$ cat src/rtl/fp16_pkg.sv
// fp16_pkg: shared field widths, the stage-1 register layout and a
// significand helper for the binary16 add-align pipeline.
package fp16_pkg;

  localparam int EXP_W  = 5;
  localparam int FRAC_W = 10;
  localparam int SIG_W  = 11;

  // Stage-1 register. The sign is stored already resolved, so an
  // equal-magnitude subtract yields +0.
  typedef struct packed {
    logic             sign;
    logic [EXP_W-1:0] exp;
    logic [SIG_W-1:0] sig_l;
    logic [SIG_W-1:0] sig_s;   // already aligned to exp
    logic             if_sub;
  } s1_t;

  // {hidden, frac}; exp 0 carries no hidden bit.
  function automatic logic [SIG_W-1:0] sig_of(input logic [15:0] x);
    return {|x[14:10], x[9:0]};
  endfunction

endpackage

$ cat src/rtl/fp16_mag_swap.sv
// fp16_mag_swap: combinational magnitude compare and operand swap.
// Ports:
//   op_a, op_b : binary16 operands
//   sign_l     : sign of the larger-magnitude operand (L)
//   exp_l      : biased exponent of L
//   sig_l      : significand of L
//   sig_s      : significand of the smaller operand S (unshifted)
//   shamt      : exp_l - exp_s, the right shift that aligns S to L
//   mag_eq     : |A| == |B|
//   if_sub     : operand signs differ
module fp16_mag_swap
  import fp16_pkg::*;
(
  input  logic [15:0]      op_a,
  input  logic [15:0]      op_b,
  output logic             sign_l,
  output logic [EXP_W-1:0] exp_l,
  output logic [SIG_W-1:0] sig_l,
  output logic [SIG_W-1:0] sig_s,
  output logic [EXP_W-1:0] shamt,
  output logic             mag_eq,
  output logic             if_sub
);

  logic a_ge_b;

  always_comb begin
    // {exp,frac} orders like the magnitude, so a plain compare works.
    a_ge_b = (op_a[14:0] >= op_b[14:0]);
    mag_eq = (op_a[14:0] == op_b[14:0]);
    if_sub = op_a[15] ^ op_b[15];
    if (a_ge_b) begin
      sign_l = op_a[15];
      exp_l  = op_a[14:10];
      sig_l  = sig_of(op_a);
      sig_s  = sig_of(op_b);
      shamt  = op_a[14:10] - op_b[14:10];
    end else begin
      sign_l = op_b[15];
      exp_l  = op_b[14:10];
      sig_l  = sig_of(op_b);
      sig_s  = sig_of(op_a);
      shamt  = op_b[14:10] - op_a[14:10];
    end
  end

endmodule

$ cat src/rtl/fp16_add_align.sv
// fp16_add_align: two-stage binary16 align-and-add front end. Stage 1
// swaps the operands so L >= S and aligns S; stage 2 adds or subtracts
// the significands. Valid/ready on both sides; one result per cycle.
// Optional feature macro: FP16_ALIGN_ZERO_BYPASS_EN (a +/-0 operand
// passes the other operand straight through).
// Ports:
//   clk, rst_n          : clock, async active-low reset
//   in_valid, in_ready  : operand handshake (in_ready is combinational)
//   op_a, op_b          : binary16 operands
//   out_valid,out_ready : result handshake
//   sign, exponent      : result sign, exponent of the larger operand
//   mantissa_add        : sum/difference bits [10:0]
//   if_carray           : sum bit 11
//   if_sub              : effective subtract
module fp16_add_align
  import fp16_pkg::*;
#(
  parameter int PIPE_DEPTH = 2
) (
  input  logic             clk,
  input  logic             rst_n,
  input  logic             in_valid,
  output logic             in_ready,
  input  logic [15:0]      op_a,
  input  logic [15:0]      op_b,
  output logic             out_valid,
  input  logic             out_ready,
  output logic             sign,
  output logic [EXP_W-1:0] exponent,
  output logic [SIG_W-1:0] mantissa_add,
  output logic             if_carray,
  output logic             if_sub
);

  if (PIPE_DEPTH != 2) begin : g_depth_check
    $error("fp16_add_align: PIPE_DEPTH must be 2");
  end

  localparam logic [EXP_W-1:0] SH_MAX = EXP_W'(SIG_W);

  logic             sw_sign_l;
  logic [EXP_W-1:0] sw_exp_l;
  logic [SIG_W-1:0] sw_sig_l;
  logic [SIG_W-1:0] sw_sig_s;
  logic [EXP_W-1:0] sw_shamt;
  logic             sw_mag_eq;
  logic             sw_if_sub;

  fp16_mag_swap u_swap (
    .op_a   (op_a),
    .op_b   (op_b),
    .sign_l (sw_sign_l),
    .exp_l  (sw_exp_l),
    .sig_l  (sw_sig_l),
    .sig_s  (sw_sig_s),
    .shamt  (sw_shamt),
    .mag_eq (sw_mag_eq),
    .if_sub (sw_if_sub)
  );

  s1_t  s1_next;
  s1_t  s1;
  logic s1_valid;
  logic s2_load;

`ifdef FP16_ALIGN_ZERO_BYPASS_EN
  logic a_zero;
  logic b_zero;
`endif

  always_comb begin
    s1_next.exp    = sw_exp_l;
    s1_next.sig_l  = sw_sig_l;
    s1_next.if_sub = sw_if_sub;
    s1_next.sig_s  = (sw_shamt >= SH_MAX) ? '0 : (sw_sig_s >> sw_shamt);
    s1_next.sign   = (sw_if_sub && sw_mag_eq) ? 1'b0 : sw_sign_l;
`ifdef FP16_ALIGN_ZERO_BYPASS_EN
    a_zero = (op_a[14:0] == 15'd0);
    b_zero = (op_b[14:0] == 15'd0);
    // The zero operand is never L unless both are zero, so L already
    // holds the operand to pass through.
    if (a_zero || b_zero) begin
      s1_next.if_sub = 1'b0;
      s1_next.sig_s  = '0;
      if (a_zero && b_zero) s1_next.sign = op_a[15] & op_b[15];
      else if (a_zero)      s1_next.sign = op_b[15];
      else                  s1_next.sign = op_a[15];
    end
`endif
  end

  assign s2_load  = !out_valid || out_ready;
  assign in_ready = !s1_valid || s2_load;

  // in_ready implies s1 is empty or draining this cycle, so it can
  // always take the incoming pair (or empty) without losing anything.
  always_ff @(posedge clk or negedge rst_n) begin
    if (!rst_n) begin
      s1_valid <= 1'b0;
      s1       <= '0;
    end else if (in_ready) begin
      s1_valid <= in_valid;
      if (in_valid) s1 <= s1_next;
    end
  end

  logic [SIG_W:0] sum;

  always_comb begin
    if (s1.if_sub) sum = {1'b0, s1.sig_l} - {1'b0, s1.sig_s};
    else           sum = {1'b0, s1.sig_l} + {1'b0, s1.sig_s};
  end

  always_ff @(posedge clk or negedge rst_n) begin
    if (!rst_n) begin
      out_valid    <= 1'b0;
      sign         <= 1'b0;
      exponent     <= '0;
      mantissa_add <= '0;
      if_carray    <= 1'b0;
      if_sub       <= 1'b0;
    end else if (s2_load) begin
      out_valid <= s1_valid;
      if (s1_valid) begin
        sign         <= s1.sign;
        exponent     <= s1.exp;
        mantissa_add <= sum[SIG_W-1:0];
        if_carray    <= sum[SIG_W];
        if_sub       <= s1.if_sub;
      end
    end
  end

endmodule

$ cat config.mk
export PLATFORM = sky130hd
export DESIGN_NAME = fp16_add_align
export DESIGN_NICKNAME = d
export VERILOG_FILES = /design/src/rtl/fp16_pkg.sv /design/src/rtl/fp16_mag_swap.sv /design/src/rtl/fp16_add_align.sv
export SDC_FILE = /design/constraint.sdc
export NUM_CORES = 1
export LEC_CHECK = 0
export ABC_AREA = 1
export BUFFER_PORTS_ARGS = -buffer_cell sky130_fd_sc_hd__buf_2
export CAP_MARGIN = 20
export CORE_ASPECT_RATIO = 0.9
export CORE_MARGIN = 2
export CORE_UTILIZATION = 48
export DETAILED_ROUTE_END_ITERATION = 7
export GPL_ROUTABILITY_DRIVEN = 0
export PLACE_DENSITY = 0.69
export SYNTH_ARGS = -nofsm -noshare
export SYNTH_HDL_FRONTEND = slang
export SYNTH_SLANG_ARGS = --single-unit
$ cat constraint.sdc
create_clock -name clk -period 7.35 [get_ports clk]
set_clock_uncertainty 0.1 [all_clocks]
set_input_delay 0.735 -clock clk [delete_from_list [all_inputs] [get_ports clk]]
set_output_delay 0.735 -clock clk [all_outputs]
set_load 0.02 [all_outputs]
* Word level (Yosys, flattened, before mapping)
Index checks and enable logic that the tools add are counted.
** Operators by class
- Add/sub/neg operators :: 4
- Magnitude comparators :: 2
- Equal/unequal tests :: 1
- Shift-type cells :: 1
- Muxes and demuxes :: 8
- Bitwise logic cells :: 1
- Reductions and logical operators :: 9
** Operator list (number)
- two-way mux 11 bit :: 3
- == test 15 bit :: 1
- greater-or-equal comparator 15 bit :: 1
- adder 11 x 11 -> 12 bit :: 1
- two-way mux 12 bit :: 1
- subtractor 11 x 11 -> 12 bit :: 1
- >> shifter 11 x 5 -> 11 bit :: 1
- two-way mux 5 bit :: 2
- OR reduction 5 bit :: 2
- subtractor 5 bit :: 2
- greater-or-equal comparator 5 x 4 -> 1 bit, second input constant :: 1
- AND reduction 2 bit :: 2
- logical NOT 1 bit :: 2
- logical OR 1 bit :: 2
- two-way mux 1 bit :: 2
- logical AND 1 bit :: 1
- bitwise XOR 1 bit :: 1
** Storage, ports and cells
- Flip-flop bits (word level) :: 50
- Input port bits :: 36
- Output and inout bits :: 21
- Word-level logic and storage cells :: 38

* Depth between registers and ports, before layout
Gate-level depths: netlist of the first run.
- Depth after elaboration :: 4
- Mapped depth :: 19
- Depth with buffers taken out :: 17

* Modules after synthesis
A second synthesis of the first run with hierarchy kept.
** Second synthesis, totals
- Cells, all modules :: 692
- Area total of the unflattened synthesis :: 4421.7 um^2
** Modules (own cells, without submodules)
- fp16_add_align :: times used 1, cells an instance 459, area an instance 3198.1 um^2
- fp16_mag_swap :: times used 1, cells an instance 233, area an instance 1223.7 um^2

* Worst setup path after synthesis of the first run
OpenSTA, ideal clock, no wires.
- Kind :: input to register
- From :: input port op_a[13]
- To :: register s1[2] in the netlist's numbering
- Library setup time :: 0.116 ns
- Arrival time :: 2.510 ns
- Setup slack :: 4.624 ns
- Stages on the path :: 19
- Cells stage by stage :: inv_1 -> ha_1 -> buf_6 -> nand2_2 -> inv_2 -> nand2_1 -> nand2_1 -> a21oi_4 -> nand3_4 -> buf_8 -> buf_6 -> nand2_1 -> nand3_1 -> nand2_1 -> nand2_1 -> nand3_1 -> nand3_1 -> nand2_1 -> nand2_1
** Between the ends
- Word-level cells in the longest chain between the ends :: 4
- Elaborated cells between the ends (all ways) :: 9
- Those cells by class :: 2 x add/sub; 2 x order compare; 1 x shift; 3 x mux; 1 x reduce/logical
** RTL lines
- from (decl) :: RTL line fp16_add_align.sv:24 : input logic [15:0] op_a,
- greater-or-equal comparator 15 bit (tied with other cells) :: RTL line fp16_mag_swap.sv:29 : a_ge_b = (op_a[14:0] >= op_b[14:0]);
- two-way mux 5 bit or two-way mux 11 bit (tied branches) :: RTL line fp16_mag_swap.sv:32 : if (a_ge_b) begin
- greater-or-equal comparator 5 x 4 -> 1 bit or >> shifter 11 x 5 -> 11 bit (tied branches) :: RTL line fp16_add_align.sv:75 : s1_next.sig_s = (sw_shamt >= SH_MAX) ? '0 : (sw_sig_s >> sw_shamt);
- two-way mux 11 bit * :: RTL line fp16_add_align.sv:75
- to (signal assigned) :: RTL line fp16_add_align.sv:103 : if (in_valid) s1 <= s1_next;
- to (decl) :: RTL line fp16_add_align.sv:62 : s1_t s1;
Every way passes the cells marked *; elsewhere a longest branch is shown, timed or not.
A chain may end at the register's enable or synchronous reset.

* Worst setup path in the final report of the first run
- From :: input port op_a[10]
- To :: register s1[6] in the netlist's numbering
The elaborated chain is that of the path after synthesis.

==> results.sh, run 1 <==
export IMPL_status="complete, no violations"
export IMPL_cts_root_buf="clkbuf_8"
export IMPL_hp_class="in -> async"
export IMPL_slowest_delay_ns=0.52
export IMPL_max_cap_viol_count=0
export IMPL_p_sw_share_pct=47.19
export IMPL_synthToLayoutAreaGrowth_pct=9.609
export IMPL_power_density_nw_per_um2=315.8
export IMPL_grt_pass1_wl_um=17160
export IMPL_final_area_um2=4453
export IMPL_grt_start_max_net_pins=51
export IMPL_path_max_fanout=42
export IMPL_start_util_pct=49.88
export IMPL_htreeDepth=2
export IMPL_drc_errors=0
export IMPL_grt_overflow=0
export IMPL_ys_warn_count=0
export IMPL_critPathArrivalTime_ns=3.76
export IMPL_first_pass_iters=5
export IMPL_hold_viol_final=0
export IMPL_rsz0062_at_grt="no"
export IMPL_setup_violations_final=0
export IMPL_clkPwrFrac_pct=10.9
export IMPL_cts_tree="done"
export IMPL_use_met2_pct=36.50
export IMPL_power_switching_w=0.0006636
export IMPL_cts_resized=0
export IMPL_clk_latency_ns=0.30
export IMPL_antenna_found_initial=0
export IMPL_totalWireLength_um=10150
export IMPL_chipHeight_um=91.28
export IMPL_fin_nets=676
export IMPL_vdd_ir_drop_max_uv=128.9
export IMPL_die_w_um=101.0
export IMPL_grt_pass1_vias=3580
export IMPL_p_leak_nw=2.322
export IMPL_endpoint_kind="register"
export IMPL_clkSinkCount=50
export IMPL_grt_busiest_layer="met2"
export IMPL_post_cts_setup_buffers=0
export IMPL_path_cells="buf_2 > inv_1 > ha_1 > a21oi_1 > nand2_1 > a21oi_4 > nand3_4 > inv_1 > nand2_1 > nand2_1 > nand2_4 > nor2_4 > nand3_1 > o211ai_1"
export IMPL_antennaDiodeCount=0
export IMPL_hpwlAfterDp_um=8064
export IMPL_synth_fp_nets=632
export IMPL_dieArea_um2=9217
export IMPL_grtUsageTotal_pct=23.07
export IMPL_max_freq_ghz=0.2742
export IMPL_synthCells=561
export IMPL_synth_main_ff_cell="dfrtp_1"
export IMPL_drtIter0Drc=249
export IMPL_path_class="in -> reg"
export IMPL_synth_area_um2=4063
export IMPL_final_min_clock_period_ns=3.646
export IMPL_grt_util_met3_pct=2.848
export IMPL_detail_route_antenna_nets=0
export IMPL_crit_path_top_delay_cell="ha_1"
export IMPL_fp_row_count=31
export IMPL_crit_path_start_kind="input port"
export IMPL_internal_power_w=0.0007426
export IMPL_io_pins=57
export IMPL_placed_area_um2=4353
export IMPL_synthArstFlopShare_pct=100.0
export IMPL_fin_crit_sh_pct=49.61
export IMPL_synth_cell_type_count=43
export IMPL_cts_made_buffers=5
export IMPL_worst_pin_slew_ns=0.9485
export IMPL_io_buffer_count=56
export IMPL_use_met1_pct=33.74
export IMPL_p_comb_share_pct=60.2
export IMPL_slew_violations=0
export IMPL_crit_required_ns=7.47
export IMPL_crit_top_cell="nand2_1"
export IMPL_wl_per_cell_um=14.42
export IMPL_cts_buffer_depth=2
export IMPL_max_slew_margin_pct=36.61
export IMPL_hold_buffers=0
export IMPL_drive_above_1_share_pct=13.88
export IMPL_avgSynthCellArea_um2=7.242
export IMPL_core_um2=8145
export IMPL_clk_pin_slew_ns=0.09
export IMPL_synth_edf_count=0
export IMPL_ys_ff_latch=50
export IMPL_vias=3885
export IMPL_nFillCells=817
export IMPL_setup_tns_final_ns=0
export IMPL_via_per_inst=5.518
export IMPL_ys_seq_area_share_pct=30.80
export IMPL_p_seq_share_pct=28.9
[path summary, 6_finish.rpt]
| check | start | endpoint | slack, ns | cells past startpoint |
|---|---|---|---|---|
| worst max register to register | s1[2] | if_carray | 4.37 | 11 |
| min in group clk | mantissa_add[7] | mantissa_add[7] | 0.38 | 2 |
| worst max-delay path | op_a[10] | s1[6] | 3.70 | 14 |
| worst min-delay path | rst_n | mantissa_add[1] | 0.22 | 1 |
| max in group asynchronous | rst_n | if_carray | 6.43 | 2 |
| worst min register to register | mantissa_add[7] | mantissa_add[7] | 0.38 | 2 |
[kinds of logic after synthesis]
family | after synthesis | synth area share, %
fa+ha+maj | 35 | 11.33
flops | 50 | 30.80
buf+inv | 88 | 9.178
simple gates | 260 | 28.86
xor+xnor | 23 | 4.959
compound gates | 105 | 14.88
[sequential cells by signal (all words and copies together), names as in the netlist]
signal,cells
sign,1
s1,29
exponent,5
s1_valid,1
mantissa_add,11
out_valid,1
if_sub,1
if_carray,1
[worst max-delay path, delay by kind of cell]
kind	cells	cell delay, ns
buffers and inverters	3	0.63
AOI/OAI and AO/OA	3	0.70
and+or+nand+nor	7	1.17
adders and majority gates	1	0.52
[cells in the final DEF, fill, tap and decap left out, types with 2 or more instances in the layout]
| master | n |
|---|---|
| nand3_1 | 56 |
| o22ai_1 | 3 |
| inv_1 | 64 |
| nor2_1 | 33 |
| nor3_1 | 5 |
| fa_1 | 3 |
| inv_2 | 3 |
| nand3_2 | 2 |
| o21ai_1 | 3 |
| clkbuf_8 | 5 |
| a21oi_1 | 39 |
| a31oi_1 | 3 |
| o21ai_0 | 39 |
| buf_2 | 56 |
| ha_1 | 32 |
| dfrtp_1 | 50 |
| nand4_1 | 16 |
| a21o_1 | 3 |
| xnor2_1 | 9 |
| o211ai_1 | 2 |
| nor2_4 | 4 |
| nand2_2 | 4 |
| nand2_1 | 136 |
| o21ai_2 | 2 |
| xor2_1 | 14 |
[Yosys cell counts (2+ instances only)]
cell        n  area [um2]
nor3_1      5       25.02
ha_1       32       400.4
nand2_2     4       25.02
a21o_1      3       22.52
inv_1      64       240.2
fa_1        3       60.06
nand3_2     2       20.02
nand4_1    16       100.1
o211ai_1    2       15.01
xor2_1     14       122.6
inv_2       3       11.26
nand3_1    56       280.3
o22ai_1     3       18.77
buf_2       4       20.02
o21ai_1     3       15.01
a31oi_1     3       18.77
o21ai_2     2       17.52
nand2_1   136       510.5
buf_6       3       33.78
a21oi_1    39       195.2
nor2_1     33       123.9
xnor2_1     9       78.83
clkbuf_1   12       45.04
nor2_4      4       45.04
o21ai_0    39       195.2
dfrtp_1    50        1251
[final cells by class]
cell class	count	area (um2)	share of cell area, %
clock buffers	6	72.57	1.630
multi-input cells	423	2439	54.76
inverters	67	251.5	5.648
repair buffers	58	307.8	6.912
flip-flops and latches	50	1251	28.10
well taps	99	123.9	2.782
clock inverters	1	7.507	0.1686
[per-layer routing]
layer	share of wire [%]	up-vias
met5	0	-
met3	6.6	12
met4	1.3	0
met2	46	142
li1	-	1949
met1	47	1782
[per-stage QoR]
step / hold slack, ns / instances / power (W) / util, % / worst slack, ns
6_report: 0.2157 / 704 / 0.001406 / 54.67 / 3.704
5_1_grt: 0.2309 / 704 / 0.001552 / 54.67 / 3.373
4_1_cts: 0.3888 / 703 / 0.001411 / 54.42 / 3.730
3_5_place_dp: 0.3673 / 696 / 0.001254 / 53.44 / 3.403
3_3_place_gp: 0.3611 / 696 / 0.001240 / 53.44 / 3.537
2_1_floorplan: 0.3394 / 561 / 0.001054 / - / 4.624
[power groups by stage]
stage                     clock (W)  sequential, W  combinational [W]
after floorplan                   0       0.000460           0.000595
after global placement            0       0.000410           0.000830
after detailed placement          0       0.000413           0.000841
after CTS                  0.000158       0.000408           0.000845
after global routing       0.000168       0.000419           0.000965
final                      0.000153       0.000407           0.000846
Power figures use the tool's default switching activity.
==> run 2: changes to the inputs <==
- PLACE_DENSITY: 0.69 -> 0.71
- clock period: 7.35 -> 3.1 ns (I/O delays scaled with it)
==> run 2 against run 1 <==
- non-clock buffer count rose by 8
- wire length is 2.3% lower
- clock power grew to 2.6 times the previous value
- total power rose by 140%
- sequential power up 140%
- hold slack lost 0.051 ns
- worst setup slack got worse by 3.5 ns
- via count decreased by 0.21%
- cell count up 1.3%
- count of clock-buffer cells in the layout did not move
- cell area rose by 2.0%
- critical endpoint is now mantissa_add[9]
- utilization up 1.1 points
==> results.sh, run 2 (same netlist as run 1, synthesis figures left out) <==
export IMPL_status="complete, no violations"
export IMPL_path_max_fanout=4
export IMPL_nFillCells=800
export IMPL_crit_path_top_delay_cell="dfrtp_1"
export IMPL_largest_registers="s1: 29 flops, mantissa_add: 11 flops, exponent: 5 flops"
export IMPL_synthToLayoutAreaGrowth_pct=11.80
export IMPL_finalNonFillerCells=713
export IMPL_drive_above_1_share_pct=15.31
export IMPL_crit_path_start_kind="register"
export IMPL_top_register="s1"
export IMPL_via_per_inst=5.438
export IMPL_cts_root_buf="clkbuf_8"
export IMPL_fp_row_count=31
export IMPL_max_slew_margin_pct=54.61
export IMPL_wl_per_cell_um=13.91
export IMPL_first_pass_iters=4
export IMPL_vdd_ir_drop_max_uv=294.8
export IMPL_dieArea_um2=9217
export IMPL_slew_violations=0
export IMPL_place_inst=703
export IMPL_antenna_found_initial=0
export IMPL_path_cells="inv_1 > ha_1 > o21ai_1 > ha_1 > nand2_1 > nand2_1 > a21oi_1 > o21ai_0 > a21oi_1 > nor2_1 > nor2_1 > xor2_1 > o21ai_0"
export IMPL_clk_pin_slew_ns=0.09
export IMPL_cts_tree="done"
export IMPL_critPathBufInv=1
export IMPL_core_um2=8145
export IMPL_detail_route_antenna_nets=0
export IMPL_cts_buffer_depth=2
export IMPL_totalWireLength_um=9919
export IMPL_fin_nets=684
export IMPL_start_util_pct=49.88
export IMPL_max_freq_ghz=0.3501
export IMPL_largest_register_ffs=29
export IMPL_setup_ws_ns=0.2439
export IMPL_path_class="reg -> reg"
export IMPL_drc_errors=0
export IMPL_hpwlAfterDp_um=7875
export IMPL_total_power_w=0.003417
export IMPL_antennaDiodeCount=0
export IMPL_pre_cts_slack_ns=0.1818
export IMPL_fin_crit_sh_pct=92.13
export IMPL_cts_made_buffers=5
export IMPL_grt_pass1_wl_um=16910
export IMPL_hold_ws_ns=0.1644
export IMPL_htreeDepth=2
export IMPL_hold_viol_final=0
export IMPL_critical_path_top_delay_family="compound AO/OA/AOI/OAI gates"
export IMPL_post_cts_setup_buffers=0
export IMPL_p_leak_nw=2.372
export IMPL_setup_violations_final=0
export IMPL_power_density_nw_per_um2=752.4
export IMPL_grt_overflow=0
export IMPL_max_cap_viol_count=0
export IMPL_grt_start_max_net_pins=51
export IMPL_crit_required_ns=3.16
export IMPL_layout_common_cells="nand2_1, inv_1, nand3_1, buf_2, dfrtp_1"
export IMPL_final_util_pct=55.76
export IMPL_grtUsageTotal_pct=22.35
export IMPL_vias=3877
export IMPL_worst_pin_slew_ns=0.6791
export IMPL_critPathArrivalTime_ns=2.91
export IMPL_chipHeight_um=91.28
export IMPL_io_pins=57
export IMPL_layout_commonest_cell="nand2_1"
export IMPL_hp_class="in -> reg"
export IMPL_multi_input_area_um2=2446
export IMPL_io_buffer_count=56
export IMPL_final_min_clock_period_ns=2.856
export IMPL_grt_pass1_vias=3613
export IMPL_die_w_um=101.0
export IMPL_register_area_um2=1251
export IMPL_clkSinkCount=50
export IMPL_clk_latency_ns=0.30
export IMPL_drtIter0Drc=219
export IMPL_endpoint_kind="register"
export IMPL_slowest_delay_ns=0.43
-- run 2: cell types whose count changed in the layout (fill, tap and decap cells not counted), sizes merged --
cell | previous run | this run
dlygate4sd3 | 0 | 1
inv | 67 | 68
buf | 58 | 65
-- run 2: area by class of cell --
cell class	count	share of cell area [%]
sequential	50	27.55
timing repair buffer	66	8.154
inverter	67	5.537
clock buffer	6	1.818
multi-input combinational	423	53.86
clock inverter	2	0.3581
tap	99	2.727
-- run 2: final timing paths --
check                                 from               to  slack [ns]  depth (start not counted)
max                                  s1[1]  mantissa_add[9]        0.24                         13
min                              out_ready        out_valid        0.16                          4
max reg2reg                          s1[1]  mantissa_add[9]        0.24                         13
min reg2reg                mantissa_add[1]  mantissa_add[1]        0.38                          2
max in group asynchronous            rst_n           s1[12]        2.05                          3
min in group asynchronous            rst_n      exponent[4]        0.35                          2
-- run 2: report_power, final --
group	switching (W)	internal, W	total [W]
clock network	0.000217	0.000184	0.000401
logic	0.00127	0.000783	0.00205
registers	0.000122	0.000846	0.000967
total	0.00160	0.00181	0.00342
-- run 2: worst reg2reg max path, cell delays in order, from the launching register on --
cell,delay (ns)
dfrtp_1,0.43
inv_1,0.07
ha_1,0.29
o21ai_1,0.25
ha_1,0.29
nand2_1,0.06
nand2_1,0.05
a21oi_1,0.30
o21ai_0,0.19
a21oi_1,0.27
nor2_1,0.08
nor2_1,0.11
xor2_1,0.14
o21ai_0,0.09
-- run 2: metal layers --
metal,part of all wire (%),global-route usage (%)
met4,1.6,5.743
met2,45,35.83
met3,5.1,2.848
met1,49,31.82
met5,0,0
-- run 2: what timing repair did --
item                       4_1_cts  5_1_grt
hold endpoints to repair         0       15
setup endpoints to repair        0        2
hold buffers                     0        1
resized for setup                0        2
-- run 2: through the flow --
stage,TNS [ns],area (um2)
CTS,0,4504
global route,-0.00002465,4542
global placement,0,4405
finish,0,4542
floorplan,0,4063
detailed placement,0,4405
